### config.mk
export PLATFORM = sky130hd
export DESIGN_NAME = basic_monitor
export DESIGN_NICKNAME = d
export VERILOG_FILES = /design/src/rtl/basic_mon_pkg.sv /design/src/rtl/sat_counter.sv /design/src/rtl/basic_monitor.sv
export SDC_FILE = /design/constraint.sdc
export NUM_CORES = 1
export LEC_CHECK = 0
export ABC_AREA = 1
export ABC_CLOCK_PERIOD_IN_PS = 6680
export BUFFER_PORTS_ARGS = -buffer_cell sky130_fd_sc_hd__buf_2
export CORE_MARGIN = 5
export CORE_UTILIZATION = 60
export CTS_BUF_LIST = sky130_fd_sc_hd__clkbuf_4 sky130_fd_sc_hd__clkbuf_8 sky130_fd_sc_hd__clkbuf_16
export DETAILED_ROUTE_END_ITERATION = 10
export MAX_ROUTING_LAYER = met4
export PLACE_DENSITY = 0.81
export SLEW_MARGIN = 40
export SYNTH_ARGS = -nofsm -noshare
export SYNTH_HDL_FRONTEND = slang
export SYNTH_SLANG_ARGS = --single-unit
export TNS_END_PERCENT = 10
### constraint.sdc
create_clock -name clk -period 6.68 [get_ports clk]
set_clock_uncertainty 0.05 [all_clocks]
set_input_delay 0.334 -clock clk [delete_from_list [all_inputs] [get_ports clk]]
set_output_delay 0.334 -clock clk [all_outputs]
set_load 0.02 [all_outputs]
### src/rtl/basic_mon_pkg.sv
// Shared types and default constants for the z1/z2 response monitor.
package basic_mon_pkg;

  localparam int WIN_DEFAULT = 4;
  localparam int CW_DEFAULT  = 8;
  localparam int PEND_W      = 4;

  typedef enum logic [1:0] {
    IDLE = 2'd0,
    WAIT = 2'd1,
    FAIL = 2'd2
  } state_e;

endpackage

### src/rtl/sat_counter.sv
// Up-counter that sticks at all-ones; clr has priority over inc.
module sat_counter #(
  parameter int W = 8
) (
  input  logic         clk,
  input  logic         rst_n,
  input  logic         clr,
  input  logic         inc,
  output logic [W-1:0] cnt
);

  localparam logic [W-1:0] CNT_MAX = '1;

  // NOTE: sequential state uses <= so every flop samples pre-edge values.
  always_ff @(posedge clk or negedge rst_n) begin
    if (!rst_n) begin
      cnt <= '0;
    end else if (clr) begin
      cnt <= '0;
    end else if (inc && (cnt != CNT_MAX)) begin
      cnt <= cnt + W'(1);
    end
  end

endmodule

### src/rtl/basic_monitor.sv
// Watches the upstream status bus: z1-to-z2 response window, mutual-exclusion
// check between z1 and z2, and saturating pulse/run statistics.
module basic_monitor
  import basic_mon_pkg::*;
#(
  parameter int WIN = WIN_DEFAULT,
  parameter int CW  = CW_DEFAULT
) (
  input  logic              clk,
  input  logic              rst_n,
  input  logic              en,
  input  logic              clr,
  input  logic [3:0]        z,
  output logic              busy,
  output logic              fail,
  output logic              mutex_err,
  output logic [CW-1:0]     z1_cnt,
  output logic [CW-1:0]     z2_cnt,
  output logic [CW-1:0]     z3_max_run,
  output logic [PEND_W-1:0] pend
);

  localparam logic [PEND_W-1:0] WIN_LD  = PEND_W'(WIN);
  localparam logic [CW-1:0]     CNT_MAX = '1;

  state_e            state_q, state_d;
  logic [PEND_W-1:0] pend_q, pend_d;
  logic              fail_q, fail_d;
  logic              mutex_q;
  logic [CW-1:0]     run_cnt, run_next, max_q;
  logic              sample;
  logic              unused_z0;

  assign sample    = en & ~clr;
  assign unused_z0 = z[0];

  // NOTE: every always_comb output gets a default first, so no path can infer a latch.
  always_comb begin
    state_d = state_q;
    pend_d  = pend_q;
    fail_d  = fail_q;
    if (clr) begin
      state_d = IDLE;
      pend_d  = '0;
      fail_d  = 1'b0;
    end else if (en) begin
      unique case (state_q)
        IDLE: begin
          if (z[1]) begin
            state_d = WAIT;
            pend_d  = WIN_LD;
          end
        end
        WAIT: begin
          // z2 closes the window even when z1 retriggers in the same sample.
          if (z[2]) begin
            state_d = IDLE;
            pend_d  = '0;
          end else if (z[1]) begin
            pend_d = WIN_LD;
          end else if (pend_q == PEND_W'(1)) begin
            state_d = FAIL;
            pend_d  = '0;
            fail_d  = 1'b1;
          end else begin
            pend_d = pend_q - PEND_W'(1);
          end
        end
        FAIL: ;
        default: begin
          state_d = IDLE;
          pend_d  = '0;
        end
      endcase
    end
  end

  always_ff @(posedge clk or negedge rst_n) begin
    if (!rst_n) begin
      state_q <= IDLE;
      pend_q  <= '0;
      fail_q  <= 1'b0;
    end else begin
      state_q <= state_d;
      pend_q  <= pend_d;
      fail_q  <= fail_d;
    end
  end

  always_ff @(posedge clk or negedge rst_n) begin
    if (!rst_n) begin
      mutex_q <= 1'b0;
    end else if (clr) begin
      mutex_q <= 1'b0;
    end else if (sample && z[1] && z[2]) begin
      mutex_q <= 1'b1;
    end
  end

  sat_counter #(.W(CW)) u_z1_cnt (
    .clk   (clk),
    .rst_n (rst_n),
    .clr   (clr),
    .inc   (sample & z[1]),
    .cnt   (z1_cnt)
  );

  sat_counter #(.W(CW)) u_z2_cnt (
    .clk   (clk),
    .rst_n (rst_n),
    .clr   (clr),
    .inc   (sample & z[2]),
    .cnt   (z2_cnt)
  );

  // Current z3 run restarts on any sampled low.
  sat_counter #(.W(CW)) u_run_cnt (
    .clk   (clk),
    .rst_n (rst_n),
    .clr   (clr | (sample & ~z[3])),
    .inc   (sample & z[3]),
    .cnt   (run_cnt)
  );

  assign run_next = (run_cnt == CNT_MAX) ? run_cnt : run_cnt + CW'(1);

  always_ff @(posedge clk or negedge rst_n) begin
    if (!rst_n) begin
      max_q <= '0;
    end else if (clr) begin
      max_q <= '0;
    end else if (sample && z[3] && (run_next > max_q)) begin
      max_q <= run_next;
    end
  end

  assign busy       = (state_q == WAIT);
  assign fail       = fail_q;
  assign mutex_err  = mutex_q;
  assign pend       = pend_q;
  assign z3_max_run = max_q;

endmodule
==> key figures, run 1 <==
Setup path
  – Crit path required time: 6.83 ns
  – Crit path max fanout: 10
  – Crit end category: register
  – CP Class: reg -> reg
  – Crit-path cells: ha_1 -> nand3_1 -> inv_1 -> nand2_4 -> nand3_1 -> ha_1 -> nand2_1 -> nor2_1 -> nand2_1 -> nand2_2 -> nand2_4 -> nand3_1 -> nand2_1
  – CP bufs+invs: 1
  – Slowest stage delay, CP: 0.41 ns
  – Element type at the critical path start: register
  – Data arrival, critical path: 2.58 ns
  – Slowest library cell on the worst path: dfrtp_1
  – Worst path top cell family by delay: simple AND/OR/NAND/NOR gates

Logic synthesis
  – Yosys warns: 0
  – Distinct cell type count after synthesis: 33
  – Syn Std Cell Area: 0.00257 sq mm
  – Sequential area share after synthesis: 0.390
  – Average cell area after synthesis: 7.67 sq um
  – Mapped Nets: 356
  – Yosys top cell area share: 0.390
  – Register bit count reported by yosys: 40
  – Top FF cell, synth: dfrtp_1
  – Asr flop ratio synth: 1.00
  – Commonest cells in the synthesized netlist: nand2_1 (91), inv_1 (45), dfrtp_1 (40), nand3_1 (39), nor2_1 (24)
  – Most numerous cell in the Yosys netlist: nand2_1
  – Number of synthesized flops with an enable pin: 0
  – Post-Syn Instances: 335
  – Cell taking the most area after synthesis: dfrtp_1
  – Area contributors post-synth: dfrtp_1 (39%), nand2_1 (13%), nand3_1 (7.6%)

CTS
  – Clock transition at path regs: 0.08 ns
  – Root Driver: clkbuf_8
  – CTS Buf Count: 5
  – Num Clock Sinks: 40
  – H-tree Lvls: 2
  – Clk_lat worst skew: 0.30 ns
  – Bufs on Longest Clock Path: 2
  – CTS tree: built
  – Setup Fix Bufs, Post-CTS: 0
  – PostCTS Resize Cnt: 0
  – Post-CTS Hold Fix Bufs: 1

Die
  – Row cnt: 23
  – IO Count: 39
  – Initial Utilization: 0.629
  – Core box area: 0.00409 sq mm
  – Die Height: 75.4 microns
  – Die width: 75.4 microns
  – Die area: 0.00569 sq mm

Global route
  – Largest net degree at the start of global routing: 41
  – Gr ovfl total: 0
  – GRT Total Usage: 0.219
  – First-pass GRT wire length: 9.40 mm
  – Vias in the first global route: 2159
  – Initial antenna violation count: 0

Route
  – Initial DRC Count: 138
  – Overall via count from detail_route: 2255
  – Wire per inst: 12.6 microns
  – Vias per cell: 5.27
  – Final WL: 5.41 mm
  – Router iterations before antenna repair: 4
  – DRC viols: 0
  – Post-DRT Antenna Nets: 0

Final layout
  – Synth-to-Final Area Change: 14.1%
  – Layout cell share with drive strength beyond 1: 0.198
  – Filler instances: 339
  – Fin cells: 428
  – # nets final: 398
  – Area of the multi-input gates: 0.00136 sq mm
  – Final Core Density: 0.717
  – Register Area: 0.00100 sq mm
  – Final instance area: 0.00293 sq mm
  – # diodes: 0

Place
  – Final HPWL DP: 4.07 mm
  – GPL Wtd Cong: 0.876
  – Worst slack, placed: 4.24 ns
  – # port buffers: 37
  – DP Cell Count: 419
  – DP Area: 0.00280 sq mm

Job
  – Max cap viols: 0

Power
  – LEAKAGE: 1.61 nW
  – Final Power: 0.587 mW
  – VDD IR max: 0.000146 V
  – Cell area power density: 200 mW/mm^2

Timing
  – Setup TNS: 0 ns
  – Final period utilization: 0.364
  – Post-route setup slack: 4.25 ns
  – Setup violators final: 0
  – Fin crit period: 2.43 ns
  – Min Hold Slack: 0.346 ns
  – Slew margin rel.: 0.658
  – Max Clk Rate: 0.412 GHz
  – Unrepaired setup endpoints after global routing: no
  – Final Hold Fails: 0
  – Worst Tran Pin Value: 0.513 ns
  – Pins Over Slew Limit: 0

Status
  – Status: complete, no violations

Worst hold path
  – HP Class: in -> reg
## cells by family (layout without fill, tap and decap cells)
group | after synthesis | in the layout | synth area share
adder cells (fa/ha/maj) | 13 | 13 | 0.0633
XOR/XNOR | 8 | 8 | 0.0273
buffers and inverters | 52 | 95 | 0.0823
AND/OR/NAND/NOR | 182 | 182 | 0.332
AO/OA/AOI/OAI | 40 | 40 | 0.105
flip-flops | 40 | 40 | 0.390
## flip-flops by register name, indices dropped and copies added, names as in the netlist
name           flops
z3_max_run         8
fail               1
u_z2_cnt.cnt       8
state_q            2
mutex_err          1
pend               4
u_z1_cnt.cnt       8
u_run_cnt.cnt      8
## routing by layer
layer  GRT usage  vias up  part of all wire
li1            -     1161                 -
met1       0.274     1034              0.47
met2       0.362       53              0.47
met3      0.0422        7             0.046
met4      0.0621        0             0.011
met5           -        -                 0
## cell type report
type                    instances  share of cell area
well taps                      50              0.0213
clock buffers                   6              0.0282
inverters                      49              0.0653
multi-input cells             243               0.463
flip-flops and latches         40               0.342
repair buffers                 38              0.0675
clock inverters                 2              0.0132
## cells in the final DEF, fill, tap and decap left out, types with 2 or more instances in the layout
cell | netlist | routed
nand2_1 | 91 | 91
inv_1 | 45 | 45
dfrtp_1 | 40 | 40
nand3_1 | 39 | 39
buf_2 | 1 | 36
nor2_1 | 24 | 24
o21ai_0 | 13 | 13
ha_1 | 13 | 13
nand4_1 | 8 | 8
xor2_1 | 7 | 7
a21oi_1 | 7 | 7
o21ai_1 | 6 | 6
clkbuf_8 | 0 | 6
nand2_4 | 5 | 5
o21ai_2 | 5 | 5
nand2_2 | 4 | 4
inv_2 | 3 | 3
nor3_1 | 3 | 3
nor2_2 | 2 | 2
o22ai_2 | 2 | 2
a21o_1 | 2 | 2
a21oi_4 | 2 | 2
or2_2 | 2 | 2
## power by group
group | total (mW) | switching [mW] | internal [mW]
logic | 0.112 | 0.0789 | 0.0334
clock network | 0.213 | 0.0908 | 0.122
registers | 0.261 | 0.00744 | 0.254
total | 0.587 | 0.177 | 0.410
## final timing paths
kind	startpoint	endpoint	slack, ns	cells past startpoint
setup / recovery	u_run_cnt.cnt[0]	z3_max_run[7]	4.25	13
hold / removal	en	fail	0.35	3
setup reg to reg	u_run_cnt.cnt[0]	z3_max_run[7]	4.25	13
hold reg to reg	mutex_err	mutex_err	0.46	2
max in group asynchronous	rst_n	u_z2_cnt.cnt[4]	5.72	2
min in group asynchronous	rst_n	z3_max_run[5]	0.50	2
## worst register-to-register path, stage by stage, from the launching register on
cell	delay, ns
dfrtp_1	0.41
ha_1	0.24
nand3_1	0.13
inv_1	0.12
nand2_4	0.15
nand3_1	0.12
ha_1	0.31
nand2_1	0.07
nor2_1	0.21
nand2_1	0.10
nand2_2	0.17
nand2_4	0.11
nand3_1	0.09
nand2_1	0.05
Power figures use the tool's default switching activity.
==> inputs of run 2 (changes only) <==
--- a/config.mk
+++ b/config.mk
@@ -6,14 +6,14 @@
 export NUM_CORES = 1
 export LEC_CHECK = 0
 export ABC_AREA = 1
-export ABC_CLOCK_PERIOD_IN_PS = 6680
+export ABC_CLOCK_PERIOD_IN_PS = 2400
 export BUFFER_PORTS_ARGS = -buffer_cell sky130_fd_sc_hd__buf_2
 export CORE_MARGIN = 5
-export CORE_UTILIZATION = 60
+export CORE_UTILIZATION = 57
 export CTS_BUF_LIST = sky130_fd_sc_hd__clkbuf_4 sky130_fd_sc_hd__clkbuf_8 sky130_fd_sc_hd__clkbuf_16
 export DETAILED_ROUTE_END_ITERATION = 10
 export MAX_ROUTING_LAYER = met4
-export PLACE_DENSITY = 0.81
+export PLACE_DENSITY = 0.78
 export SLEW_MARGIN = 40
 export SYNTH_ARGS = -nofsm -noshare
 export SYNTH_HDL_FRONTEND = slang
==> constraint.sdc (replaced) <==
create_clock -name clk -period 2.4 [get_ports clk]
set_clock_uncertainty 0.05 [all_clocks]
set_input_delay 0.12 -clock clk [delete_from_list [all_inputs] [get_ports clk]]
set_output_delay 0.12 -clock clk [all_outputs]
set_load 0.02 [all_outputs]
==> run 2 against run 1 <==
Register-to-register slack lost 4.1 ns. Non-clock buffer count grew 5. Critical path type unchanged. Maximum frequency is 7.2% higher. Sequential power increased to 2.8 times the previous value. Highest routed layer unchanged. Combinational power rose to 2.9 times the previous value. Design area rose by 2.8%. Largest power group unchanged. Setup slack got worse by 4.1 ns. Core utilization shrank 2.5 points. Total power rose to 2.6 times the previous value. Hold slack got worse by 0.21 ns. Sequential share of layout area down 0.89 points.
==> key figures, run 2 (synthesis gave the netlist of run 1 again) <==
Status
  – Status: complete, no violations (unchanged)

Global route
  – GRT Total Usage: 0.206 (was 0.219)
  – Initial antenna violation count: 0 (unchanged)
  – Largest net degree at the start of global routing: 41 (unchanged)
  – Gr ovfl total: 0 (unchanged)
  – First-pass GRT wire length: 9.89 mm (was 9.40 mm)
  – Vias in the first global route: 2217 (was 2159)

CTS
  – CTS Buf Count: 5 (unchanged)
  – Num Clock Sinks: 40 (unchanged)
  – Bufs on Longest Clock Path: 2 (unchanged)
  – Clock transition at path regs: 0.08 ns (about the same)
  – H-tree Lvls: 2 (unchanged)
  – CTS tree: built (unchanged)
  – Root Driver: clkbuf_8 (unchanged)
  – Clk_lat worst skew: 0.30 ns (about the same)

Final layout
  – Filler instances: 353 (was 339)
  – # nets final: 403 (was 398)
  – Layout cell share with drive strength beyond 1: 0.238 (was 0.198)
  – Final Core Density: 0.692 (was 0.717)
  – Synth-to-Final Area Change: 17.3% (was 14.1%)
  – Most frequent cells in the layout: nand2_1 (89), inv_1 (43), dfrtp_1 (39) (was nand2_1 (91), inv_1 (45), dfrtp_1 (40))
  – # diodes: 0 (unchanged)
  – Fin cells: 435 (was 428)
  – Most common cell after layout, fill and taps aside: nand2_1 (unchanged)

Timing
  – Final period utilization: 0.944 (was 0.364)
  – Setup violators final: 0 (unchanged)
  – Final Hold Fails: 0 (unchanged)
  – Pins Over Slew Limit: 0 (unchanged)
  – Worst Tran Pin Value: 0.499 ns (was 0.513 ns)
  – Post-route setup slack: 0.134 ns (was 4.25 ns)
  – Max Clk Rate: 0.441 GHz (was 0.412 GHz)
  – Min Hold Slack: 0.134 ns (was 0.346 ns)
  – Slew margin rel.: 0.667 (was 0.658)
  – Fin crit period: 2.27 ns (was 2.43 ns)

Route
  – Vias per cell: 5.23 (was 5.27)
  – DRC viols: 0 (unchanged)
  – Wire per inst: 13.0 microns (was 12.6 microns)
  – Post-DRT Antenna Nets: 0 (unchanged)
  – Initial DRC Count: 63 (was 138)
  – Router iterations before antenna repair: 4 (unchanged)
  – Final WL: 5.63 mm (was 5.41 mm)
  – Overall via count from detail_route: 2275 (was 2255)

Place
  – # port buffers: 37 (unchanged)
  – Worst slack, placed: 0.000951 ns (was 4.24 ns)
  – GPL Wtd Cong: 0.869 (was 0.876)
  – Final HPWL DP: 4.18 mm (was 4.07 mm)
  – DP Cell Count: 424 (was 419)

Setup path
  – Crit path required time: 2.54 ns (was 6.83 ns)
  – CP Class: reg -> reg (unchanged)
  – Crit end category: register (unchanged)
  – Crit path max fanout: 6 (was 10)
  – R2R depth: 14 (was 13)
  – RR Endpoint: z3_max_run[7] (unchanged)
  – Data arrival, critical path: 2.41 ns (was 2.58 ns)
  – Element type at the critical path start: register (unchanged)
  – Worst r2r src: u_run_cnt.cnt[2] (was u_run_cnt.cnt[0])
  – Worst Setup SP: u_run_cnt.cnt[2] (was u_run_cnt.cnt[0])
  – R2R Setup Slk: 0.13 ns (was 4.25 ns)
  – Critical path endpoint: z3_max_run[7] (unchanged)

Die
  – Die width: 77.1 microns (was 75.4 microns)
  – Core box area: 0.00435 sq mm (was 0.00409 sq mm)
  – Initial Utilization: 0.590 (was 0.629)
  – Die area: 0.00595 sq mm (was 0.00569 sq mm)
  – IO Count: 39 (unchanged)
  – Row cnt: 24 (was 23)
  – Die Height: 77.1 microns (was 75.4 microns)

Power
  – LEAKAGE: 1.62 nW (was 1.61 nW)
  – Final Power: 1.55 mW (was 0.587 mW)
  – Cell area power density: 515 mW/mm^2 (was 200 mW/mm^2)
  – VDD IR max: 0.000241 V (was 0.000146 V)

Worst hold path
  – HP Class: in -> reg (unchanged)

Job
  – Max cap viols: 0 (unchanged)
-- run 2: changes by cell type in the layout (fill, tap and decap cells not counted), sizes merged --
cell    previous run  this run
bufinv             1         0
clkbuf             6         8
clkinv             1         0
buf               37        42
-- run 2: worst min path at each step --
stage,startpoint,depth (start not counted),endpoint,slack (ns)
after floorplan,rst_n,0,fail,-0.23
after global placement,rst_n,1,u_run_cnt.cnt[5],0.24
after detailed placement,rst_n,1,u_run_cnt.cnt[5],0.08
after CTS,z[2],3,mutex_err,0.13
after global routing,en,3,fail,0.15
final,z[2],3,mutex_err,0.13
-- run 2: where the power goes --
group | switching, mW | total (mW) | internal, mW | leakage, nW
clock network | 0.231 | 0.488 | 0.257 | 0.0523
logic | 0.226 | 0.330 | 0.104 | 1.02
registers | 0.0246 | 0.732 | 0.707 | 0.550
-- run 2: what timing repair did --
action,in CTS,in global routing
endpoints found under the setup margin,1,8
pin swaps,0,3
hold buffers,1,0
gates resized for setup,1,16
buffers inserted,0,2
hold endpoints to repair,40,0
-- run 2: area by class of cell --
type                       instances  area, sq um  share of cell area
clock buffer                       8         97.6              0.0324
inverter                          49          191              0.0635
multi-input combinational        243         1420               0.472
sequential                        40         1000               0.333
tap                               52         65.1              0.0216
timing repair buffer              43          235              0.0781
-- run 2: stage by stage --
step	cell area (sq um)	TNS, ns
after floorplan	2570	0
after CTS	2930	0
final	3010	0
after global routing	3010	-0.0973
after detailed placement	2820	0
after global placement	2820	0
-- run 2: worst max-delay path: stages, from the launching register on --
cell and delay (ns):
dfrtp_2 0.43, nand2_1 0.11, nor2_4 0.20, xor2_2 0.19
nand2_1 0.12, ha_1 0.31, nand2_1 0.11, inv_1 0.06
nand2_1 0.06, nand2_1 0.04, nand2_1 0.10, nand2_4 0.09
buf_4 0.15, nand3_1 0.08, nand2_1 0.06
-- run 2: per-layer routing --
layer	wire length (microns)	share of wire	vias up	GRT usage
met2	2910	0.52	39	0.337
met4	121	0.021	0	0.0911
met5	0	0	-	-
met1	2400	0.43	1051	0.245
met3	203	0.036	12	0.0398
li1	-	-	1173	-
